==> src/rtl/alu_share_arbiter.sv <==
// Two-requester arbiter sharing one 64-bit combinational ALU: accept -> execute -> respond.
// ALU_ARB_RR_EN selects round-robin contention; undefined gives fixed priority at RESET_PRIO.

module alu_arb_rsp_slot #(
  parameter int WIDTH = 64
) (
  input  logic             clk,
  input  logic             rst,
  input  logic             cap,
  input  logic             clr,
  input  logic [WIDTH-1:0] ans_in,
  input  logic             zero_in,
  output logic             valid,
  output logic [WIDTH-1:0] ans,
  output logic             zero
);
  always_ff @(posedge clk or posedge rst) begin
    if (rst) begin
      valid <= 1'b0;
      ans   <= '0;
      zero  <= 1'b0;
    end else if (cap) begin
      valid <= 1'b1;
      ans   <= ans_in;
      zero  <= zero_in;
    end else if (clr) begin
      valid <= 1'b0;
    end
  end
endmodule

module alu_share_arbiter #(
  parameter int WIDTH      = 64,
  parameter int OPT_W      = 4,
  parameter int RESET_PRIO = 0
) (
  input  logic             clk,
  input  logic             rst,
  input  logic             req0_valid,
  output logic             req0_ready,
  input  logic [WIDTH-1:0] req0_a,
  input  logic [WIDTH-1:0] req0_b,
  input  logic [OPT_W-1:0] req0_opt,
  input  logic             req1_valid,
  output logic             req1_ready,
  input  logic [WIDTH-1:0] req1_a,
  input  logic [WIDTH-1:0] req1_b,
  input  logic [OPT_W-1:0] req1_opt,
  output logic [WIDTH-1:0] alu_a,
  output logic [WIDTH-1:0] alu_b,
  output logic [OPT_W-1:0] alu_opt,
  input  logic [WIDTH-1:0] alu_ans,
  input  logic             alu_zero,
  output logic             rsp0_valid,
  input  logic             rsp0_ready,
  output logic [WIDTH-1:0] rsp0_ans,
  output logic             rsp0_zero,
  output logic             rsp1_valid,
  input  logic             rsp1_ready,
  output logic [WIDTH-1:0] rsp1_ans,
  output logic             rsp1_zero
);
  typedef enum logic [1:0] {IDLE, EXEC, RESP} state_t;

  state_t state, state_nxt;
  logic   sel, gnt, prio, hs;
  logic [1:0]            cap, clr, rsp_rdy, rsp_vld, rsp_zero;
  logic [1:0][WIDTH-1:0] rsp_ans;
  logic [WIDTH-1:0]      sel_a, sel_b;
  logic [OPT_W-1:0]      sel_opt;

  // Undefined opcodes collapse to PASS-B so the ALU never sees them.
  function automatic logic [OPT_W-1:0] legal_opt(input logic [OPT_W-1:0] o);
    case (o)
      OPT_W'(4'b0000), OPT_W'(4'b0001), OPT_W'(4'b0010),
      OPT_W'(4'b0110), OPT_W'(4'b0111), OPT_W'(4'b1100): return o;
      default:                                           return OPT_W'(4'b0111);
    endcase
  endfunction

  assign rsp_rdy = {rsp1_ready, rsp0_ready};
  assign sel     = (req0_valid && req1_valid) ? prio : req1_valid;
  assign sel_a   = sel ? req1_a   : req0_a;
  assign sel_b   = sel ? req1_b   : req0_b;
  assign sel_opt = sel ? req1_opt : req0_opt;

  always_comb begin
    state_nxt  = state;
    req0_ready = 1'b0;
    req1_ready = 1'b0;
    hs         = 1'b0;
    cap        = '0;
    clr        = '0;
    case (state)
      IDLE: begin
        req0_ready = ~rst & req0_valid & ~sel;
        req1_ready = ~rst & req1_valid & sel;
        hs         = req0_ready | req1_ready;
        if (hs) state_nxt = EXEC;
      end
      EXEC: begin
        cap[gnt]  = 1'b1;
        state_nxt = RESP;
      end
      RESP: begin
        if (rsp_rdy[gnt]) begin
          clr[gnt]  = 1'b1;
          state_nxt = IDLE;
        end
      end
      default: state_nxt = IDLE;
    endcase
  end

  always_ff @(posedge clk or posedge rst) begin
    if (rst) begin
      state   <= IDLE;
      alu_a   <= '0;
      alu_b   <= '0;
      alu_opt <= '0;
      gnt     <= 1'b0;
    end else begin
      state <= state_nxt;
      if (hs) begin
        alu_a   <= sel_a;
        alu_b   <= sel_b;
        alu_opt <= legal_opt(sel_opt);
        gnt     <= sel;
      end
    end
  end

`ifdef ALU_ARB_RR_EN
  // Favour the loser of each grant so sustained contention alternates.
  always_ff @(posedge clk or posedge rst) begin
    if (rst)     prio <= 1'(RESET_PRIO);
    else if (hs) prio <= ~sel;
  end
`else
  assign prio = 1'(RESET_PRIO);
`endif

  for (genvar i = 0; i < 2; i++) begin : g_rsp
    alu_arb_rsp_slot #(.WIDTH(WIDTH)) u_slot (
      .clk     (clk),
      .rst     (rst),
      .cap     (cap[i]),
      .clr     (clr[i]),
      .ans_in  (alu_ans),
      .zero_in (alu_zero),
      .valid   (rsp_vld[i]),
      .ans     (rsp_ans[i]),
      .zero    (rsp_zero[i])
    );
  end

  assign rsp0_valid = rsp_vld[0];
  assign rsp0_ans   = rsp_ans[0];
  assign rsp0_zero  = rsp_zero[0];
  assign rsp1_valid = rsp_vld[1];
  assign rsp1_ans   = rsp_ans[1];
  assign rsp1_zero  = rsp_zero[1];
endmodule

==> config.mk <==
export PLATFORM = sky130hd
export DESIGN_NAME = alu_share_arbiter
export DESIGN_NICKNAME = d
export VERILOG_FILES = /design/src/rtl/alu_share_arbiter.sv
export SDC_FILE = /design/constraint.sdc
export NUM_CORES = 1
export LEC_CHECK = 0
export ABC_CLOCK_PERIOD_IN_PS = 11700
export CAP_MARGIN = 15
export CORE_AREA = 2 2 236 238
export CTS_CLUSTER_DIAMETER = 80
export DETAILED_ROUTE_END_ITERATION = 10
export DIE_AREA = 0 0 238 240
export GPL_TIMING_DRIVEN = 0
export REMOVE_ABC_BUFFERS = 1
export SETUP_SLACK_MARGIN = 0.1
export SYNTH_ARGS = -nofsm -noshare
export SYNTH_HDL_FRONTEND = slang
export SYNTH_SLANG_ARGS = --single-unit
==> constraint.sdc <==
create_clock -name clk -period 11.7 [get_ports clk]
set_input_delay 3.51 -clock clk [delete_from_list [all_inputs] [get_ports clk]]
set_output_delay 3.51 -clock clk [all_outputs]
set_load 0.03 [all_outputs]
* Word-level counts from Yosys, hierarchy flattened
Cells that the tools add are included.
Operators by class: equality and inequality tests 9, reduce and logical (&&, ||, !) cells 8, order comparisons 2, mux-type cells 22, bitwise operators 7
Operator list (number):
- 64-bit two-way mux | 2
- 1-bit two-way mux | 11
- 2-bit two-way mux | 5
- 4-bit by 3-bit equality test with 1-bit output (second input constant) | 2
- 4-bit two-way mux | 2
- 2-bit case mux with 3 select lines | 1
- 6-bit OR reduction | 1
- 1-bit bitwise AND | 4
- 4-bit by 1-bit equality test with 1-bit output (second input constant) | 1
- 4-bit by 2-bit equality test with 1-bit output (second input constant) | 1
- 4-bit equality test (second input constant) | 1
- 4-bit logical NOT | 1
- 2-bit inequality test (second input constant) | 2
- 2-bit nonzero test | 2
- 2-bit by 1-bit equality test with 1-bit output (second input constant) | 1
- 2-bit equality test (second input constant) | 1
- 1-bit logical AND | 2
- 2-bit logical NOT | 1
- 1-bit by 2-bit less-than comparator with 1-bit output (second input constant) | 1
- 1-bit NOT | 2
- 2-bit AND reduction | 1
- 1-bit demux with 1-bit select | 1
- 1-bit >= comparator (second input constant) | 1
- 1-bit OR | 1
Word-level totals: output and inout bits 266, input bits 335, register bits after elaboration 267

* Longest topological paths before layout
Gate-level depths: netlist (run 1).
depth after elaboration 8, gate-level depth with buffers 7, gate-level depth less buffers 5

* Modules after synthesis
From an unflattened synthesis (run 1), not the netlist that was laid out.
Unflattened totals: cell total of the unflattened synthesis 889, area total of the unflattened synthesis 11651.2 um^2
By module, submodules not included:
- alu_share_arbiter | times used 1, area each 6428.7 um^2, seq. area each 3378.2 um^2, cells an instance 607
- alu_arb_rsp_slot | times used 2, area each 2611.3 um^2, seq. area each 1651.6 um^2, cells an instance 141

* Worst setup path before layout (run 1)
Ideal clock, no wire load.
path type input-to-output, start point input port req0_valid, end point output port req1_ready, cell stages on the path 5, path slack 3183 ps, required time 8190 ps, arrival 5007 ps, path through nand2b_1 buf_4 buf_6 buf_4 nor4_1
On the way: longest elaborated chain between the ends 4
RTL lines:
- start, declared | line 39 | input logic req0_valid,
- 1-bit logical AND | line 82 | assign sel = (req0_valid && req1_valid) ? prio : req1_valid;
- 1-bit two-way mux | line 82
- 1-bit bitwise AND | line 97 | req1_ready = ~rst & req1_valid & sel;
- 1-bit two-way mux | line 94 | case (state)
- end, declared | line 45 | output logic req1_ready,
No other way between the ends.

* Worst setup path in the final report (run 1)
start point input port req1_valid, end point output port req1_ready
On the way: longest elaborated chain between the ends 4
RTL lines:
- start, declared | line 44 | input logic req1_valid,
- 1-bit logical AND | line 82
- 1-bit two-way mux | line 82
- 1-bit bitwise AND (*) | line 97
- 1-bit two-way mux (*) | line 94
Every way passes the cells marked *; elsewhere a longest branch is shown, timed or not.

==> results of run 1 <==
flip-flops by register name, indices dropped and copies added, names as in the netlist:
register            cells
g_rsp.u_slot.ans      128
alu_b                  64
alu_opt                 4
g_rsp.u_slot.zero       2
alu_a                  64
g_rsp.u_slot.valid      2
state                   2
gnt                     1
worst paths after layout:
| check | start | to | slack (ns) |
|---|---|---|---|
| setup reg to reg | state[1] | g_rsp[0].u_slot.ans[42] | 9.42 |
| hold / removal | alu_b[3] | alu_b[3] | 0.48 |
| hold reg to reg | alu_b[3] | alu_b[3] | 0.48 |
| min in group asynchronous | rst | gnt | 3.46 |
| setup / recovery | req1_valid | req1_ready | 2.19 |
| max in group asynchronous | rst | alu_b[4] | 7.29 |
power by group through the flow:
stage / sequential [uW] / combinational [uW] / clock, uW
global route: 1680 / 2880 / 1050
detailed placement: 1630 / 2760 / 0
floorplan: 2520 / 592 / 0
finish: 1620 / 2730 / 968
global placement: 1620 / 2780 / 0
CTS: 1630 / 2770 / 1010
layout by cell type, fill, tap and decap left out, types with 2 or more instances in the layout:
| master | instances |
|---|---|
| inv_2 | 2 |
| clkbuf_16 | 34 |
| clkinv_2 | 3 |
| mux2_2 | 120 |
| o21ai_1 | 80 |
| o21ai_0 | 51 |
| inv_6 | 2 |
| buf_12 | 7 |
| inv_1 | 2 |
| nor2_1 | 11 |
| clkbuf_1 | 13 |
| clkinv_4 | 2 |
| dfrtp_1 | 267 |
| a21oi_1 | 7 |
| nand2_1 | 131 |
| clkbuf_8 | 3 |
| clkdlybuf4s50_1 | 600 |
| buf_16 | 6 |
| mux2_1 | 12 |
| mux2i_1 | 130 |
| a31oi_1 | 2 |
| nor4bb_1 | 2 |
kinds of logic after synthesis:
| logic type | count (synthesis) | synth area share, % |
|---|---|---|
| muxes | 262 | 24.8 |
| AOI/OAI and AO/OA | 143 | 6.49 |
| xor gates and xnor gates | 1 | 0.0779 |
| and+or+nand+nor | 153 | 5.41 |
| DFF | 267 | 59.4 |
| buffers and inverters | 63 | 3.78 |
layout make-up:
type	instances	area, um^2
fill	5368	35600
clock inverter	9	73.8
sequential	267	6680
multi-input combinational	559	4170
antenna	1	2.50
tap	704	881
clock buffer	50	941
timing repair buffer	613	6310
inverter	5	26.3
per-layer routing:
metal  vias up  wire [um]  GRT usage [%]
li1       4274          -              -
met1      4241      15000           14.8
met2       424      21100           25.4
met3        64       4290           5.89
met4         2        809           3.03
met5         -         16              0
cells in the mapped netlist (2+ instances only):
cell type | instances | share of area, %
a21oi_1 | 7 | 0.31
mux2i_1 | 130 | 12
dfrtp_1 | 267 | 59
nor2_1 | 12 | 0.40
mux2_1 | 12 | 1.2
o21ai_0 | 51 | 2.3
clkbuf_1 | 12 | 0.40
buf_4 | 25 | 1.7
inv_2 | 2 | 0.067
inv_1 | 3 | 0.10
nor4bb_1 | 2 | 0.18
buf_6 | 11 | 1.1
o21ai_1 | 80 | 3.6
buf_2 | 9 | 0.40
mux2_2 | 120 | 12
a31oi_1 | 2 | 0.11
nand2_1 | 131 | 4.4
nand3_1 | 2 | 0.089
critical path, stage by stage:
cell and delay, ns:
clkdlybuf4s50_1 0.63, nand2b_4 0.46, buf_16 0.40, nor4_1 0.23, clkdlybuf4s50_1 0.74
stage by stage:
stage	cell area, um^2	TNS (ns)	util [%]
final	19100	0	34.9
after global routing	19100	0	34.9
after CTS	19100	0	34.9
after detailed placement	18100	0	33.1
after global placement	17700	-852.46	32.4
after floorplan	10800	-0.928	-
==> impl_metrics.ini, run 1 <==
[timing]
setup_viol = 0
fin_skew_ns = 0.0159
rsz0062_at_grt = no
setup_slack_ns = 2.19
tightest_slew_ns = 0.927
holdWs_ns = 0.475
relSlewSlack_pct = 38.0
fin_crit_sh_pct = 81.2
timing_hold_violations_final = 0
fmax_mhz = 105
min_period_ns = 9.51
slew_violations = 0

[clocking]
cts-resized-gates = 0
cts_hold_buf = 0
clkLatencyLatePin_ns = 0.53
numCtsBuffers = 34
htreeDepth = 2
cts_buffer_depth = 3
cts_tree = built
clkSlewWorstSetupHoldPaths_ns = 0.05
post_cts_buffers = 0
cts-root-buf = clkbuf_16
cts_sinks = 267

[synth]
ys.warnings.count = 0
async_flop_share_pct = 100
postSynthAreaPerCell_um2 = 12.6
synth-main-ff-cell = dfrtp_1
synthesis.area_um2 = 11200
synth_edf_count = 0
ys_ff_latch = 267
syn_inst = 889
ys_seq_area_share_pct = 59.4
synth_cell_type_count = 29

[routing]
detail-route-antenna-nets = 0
first_iter_violations = 358
viasPerCell = 4.08
drc_errors = 0
wl_per_cell_um = 18.7
wl_um = 41200
drt_pre_antenna_iters = 4
vias = 9005

[setup_path]
crit_fanout = 45
cp.arrival_ns = 6.00
end_kind = output port
reg2reg_depth = 6
cp-start-kind = input pin
path_class = in2out
critPathRequiredTime_ns = 8.19

[die]
core_region_area_um2 = 54700
io_pins = 601
fp.dieArea_um2 = 57100
start_util_pct = 20.6
row_count = 86
die_y_um = 240
die_width_um = 238

[worst_hold_path]
hold_path_class = reg2reg
holdPathStages = 2

[power]
netSwitchingFraction_pct = 40.9
p_sw_uw = 2180
p_int_uw = 3140
leakagePower_uw = 0.00837
pwr-share-comb_pct = 51.3
p_total_uw = 5320
powerDensity_nw_per_um2 = 278
seqPwrFrac_pct = 30.5
ir_drop_mv = 0.139
clkPwrFrac_pct = 18.2

[grt]
grt_pass1_vias = 9358
antenna_found_initial = 11
grt_max_degree = 115
track_usage_pct = 13.9
grt.overflow.total = 0
grt_pass1_wl_um = 59500

[final_layout]
num-nets-final = 1815
final_cells = 2208
syn_to_final_growth_pct = 69.8
drive_gt1_share_pct = 12.5

[placed_design]
gp_congestion = 0.755
dp_slack_ns = 2.16
place_inst = 2148
io_buffers = 600
post-dp-hpwl_um = 32600

[flow_run]
drv_cap = 0

[status]
status = finished, final reports clean
Note: power is estimated with default switching activity, not from simulation.
==> run 2, diff against run 1 <==
--- a/config.mk
+++ b/config.mk
@@ -5,12 +5,12 @@
 export SDC_FILE = /design/constraint.sdc
 export NUM_CORES = 1
 export LEC_CHECK = 0
-export ABC_CLOCK_PERIOD_IN_PS = 11700
+export ABC_CLOCK_PERIOD_IN_PS = 8370
 export CAP_MARGIN = 15
-export CORE_AREA = 2 2 236 238
+export CORE_AREA = 2 2 234 236
 export CTS_CLUSTER_DIAMETER = 80
 export DETAILED_ROUTE_END_ITERATION = 10
-export DIE_AREA = 0 0 238 240
+export DIE_AREA = 0 0 236 238
 export GPL_TIMING_DRIVEN = 0
 export REMOVE_ABC_BUFFERS = 1
 export SETUP_SLACK_MARGIN = 0.1
==> constraint.sdc (replaced) <==
create_clock -name clk -period 8.37 [get_ports clk]
set_input_delay 2.511 -clock clk [delete_from_list [all_inputs] [get_ports clk]]
set_output_delay 2.511 -clock clk [all_outputs]
set_load 0.03 [all_outputs]
==> run 2 against run 1 <==
Net effect: non-clock buffer count up 3; core utilization up 1.1 points; critical path depth down 1; critical path type unchanged; largest cell class unchanged; largest power group unchanged.
==> impl_metrics.ini, run 2 (same netlist as run 1, synthesis figures left out) <==
[status]
status = finished, final reports clean

[clocking]
clkLatencyLatePin_ns = 0.59
post_cts_buffers = 0
cts_tree = built
cts-root-buf = clkbuf_16
numCtsBuffers = 31
cts_hold_buf = 0
cts-resized-gates = 0
clkSlewWorstSetupHoldPaths_ns = 0.06
cts_sinks = 267
cts_buffer_depth = 3
htreeDepth = 1

[setup_path]
cp-start-kind = input pin
timing.rr.end = alu_a[9]
crit_path_cell_trace = clkdlybuf4s50_1, nand2b_4, nor4_1, clkdlybuf4s50_1
end_kind = output port
crit_path_start = req0_valid
path_class = in2out
critPathRequiredTime_ns = 5.86
slowest_delay_ns = 0.80
cpMostUsedCell = clkdlybuf4s50_1
regToRegSetupSlack_ns = 5.75
cp.arrival_ns = 4.55
reg2reg_depth = 11
cp_slowest_cell = clkdlybuf4s50_1
reg2reg_from = state[0]
crit_fanout = 15

[routing]
first_iter_violations = 257
drt_pre_antenna_iters = 4
vias = 9130
detail-route-antenna-nets = 0
wl_per_cell_um = 18.8
viasPerCell = 4.14
wl_um = 41600
drc_errors = 0

[timing]
fin_skew_ns = 0.0150
timing_hold_violations_final = 0
relSlewSlack_pct = 38.1
fin_crit_sh_pct = 84.3
fmax_mhz = 142
setup_viol = 0
holdWs_ns = 0.479
min_period_ns = 7.06
rsz0062_at_grt = no
tightest_slew_ns = 0.927
slew_violations = 0

[placed_design]
gp_congestion = 0.774
io_buffers = 600
post-dp-hpwl_um = 32900
place_area_um2 = 18200

[worst_hold_path]
worstHoldEndpoint = alu_a[46]
hold_path_class = reg2reg
holdPathStages = 2
hold_start = alu_a[46]

[die]
row_count = 85
fp.dieArea_um2 = 56200
start_util_pct = 21.0
die_y_um = 238
core_region_area_um2 = 53500
io_pins = 601
die_width_um = 236

[power]
leakagePower_uw = 0.00845
powerDensity_nw_per_um2 = 392
ir_drop_mv = 0.202

[final_layout]
fin_area_um2 = 19300
syn_to_final_growth_pct = 71.4
fillers = 5279
top_regs = g_rsp.u_slot.ans: 128 flops, alu_a: 64 flops, alu_b: 64 flops
drive_gt1_share_pct = 13.1
largest_reg_flops = 128
final_common_cell = clkdlybuf4s50_1
regMostFlops = g_rsp.u_slot.ans
num-nets-final = 1815
layout_common_cells = clkdlybuf4s50_1, dfrtp_1, nand2_1

[grt]
track_usage_pct = 14.3
grt_pass1_wl_um = 61300
grt_max_degree = 118
grt.overflow.total = 0
grt_pass1_vias = 9654
antenna_found_initial = 14

[flow_run]
drv_cap = 0
-- run 2: cell type report --
type	instances	area, um^2	share of cell area [%]
tap	696	871	4.52
sequential	267	6680	34.7
antenna	5	12.5	0.0649
clock buffer	41	863	4.48
clock inverter	16	240	1.25
multi-input combinational	559	4170	21.6
timing repair buffer	616	6410	33.3
inverter	5	26.3	0.136
-- run 2: worst max-delay path by stage --
stage | slack, ns | cells past startpoint | to
CTS | 1.29 | 4 | req1_ready
global route | 1.24 | 4 | req1_ready
finish | 1.31 | 4 | req1_ready
floorplan | -2.26 | 2 | req1_ready
detailed placement | 1.30 | 4 | req1_ready
global placement | -5.66 | 2 | alu_b[26]
-- run 2: routing by layer --
| metal | GRT usage (%) | up-vias | part of all wire (%) |
|---|---|---|---|
| li1 | - | 4287 | - |
| met1 | 15.8 | 4348 | 38 |
| met2 | 24.7 | 426 | 49 |
| met3 | 5.89 | 63 | 9.9 |
| met4 | 5.31 | 6 | 3.2 |
| met5 | 0 | - | 0.089 |
-- run 2: report_power, final --
group / internal, uW / switching [uW] / leakage [uW]
sequential: 1930 / 344 / 0.00322
clock: 882 / 566 / 0.000525
combinational: 1690 / 2140 / 0.00470
total: 4500 / 3050 / 0.00845
-- run 2: metrics by stage --
step / setup TNS, ns / setup slack, ns / instances / total power, uW / utilization (%)
after global routing: 0 / 1.24 / 2204 / 7950 / 36.0
after CTS: 0 / 1.29 / 2200 / 7650 / 36.0
after global placement: -1867.02 / -5.66 / 2127 / 6140 / 33.1
after floorplan: -401.37 / -2.26 / 831 / 4350 / -
after detailed placement: 0 / 1.30 / 2143 / 6150 / 33.9
final: 0 / 1.31 / 2205 / 7550 / 36.0
-- run 2: critical path, delay by kind of cell --
kind          cells  cell delay [ns]
buf+inv           2             1.36
simple gates      2             0.67
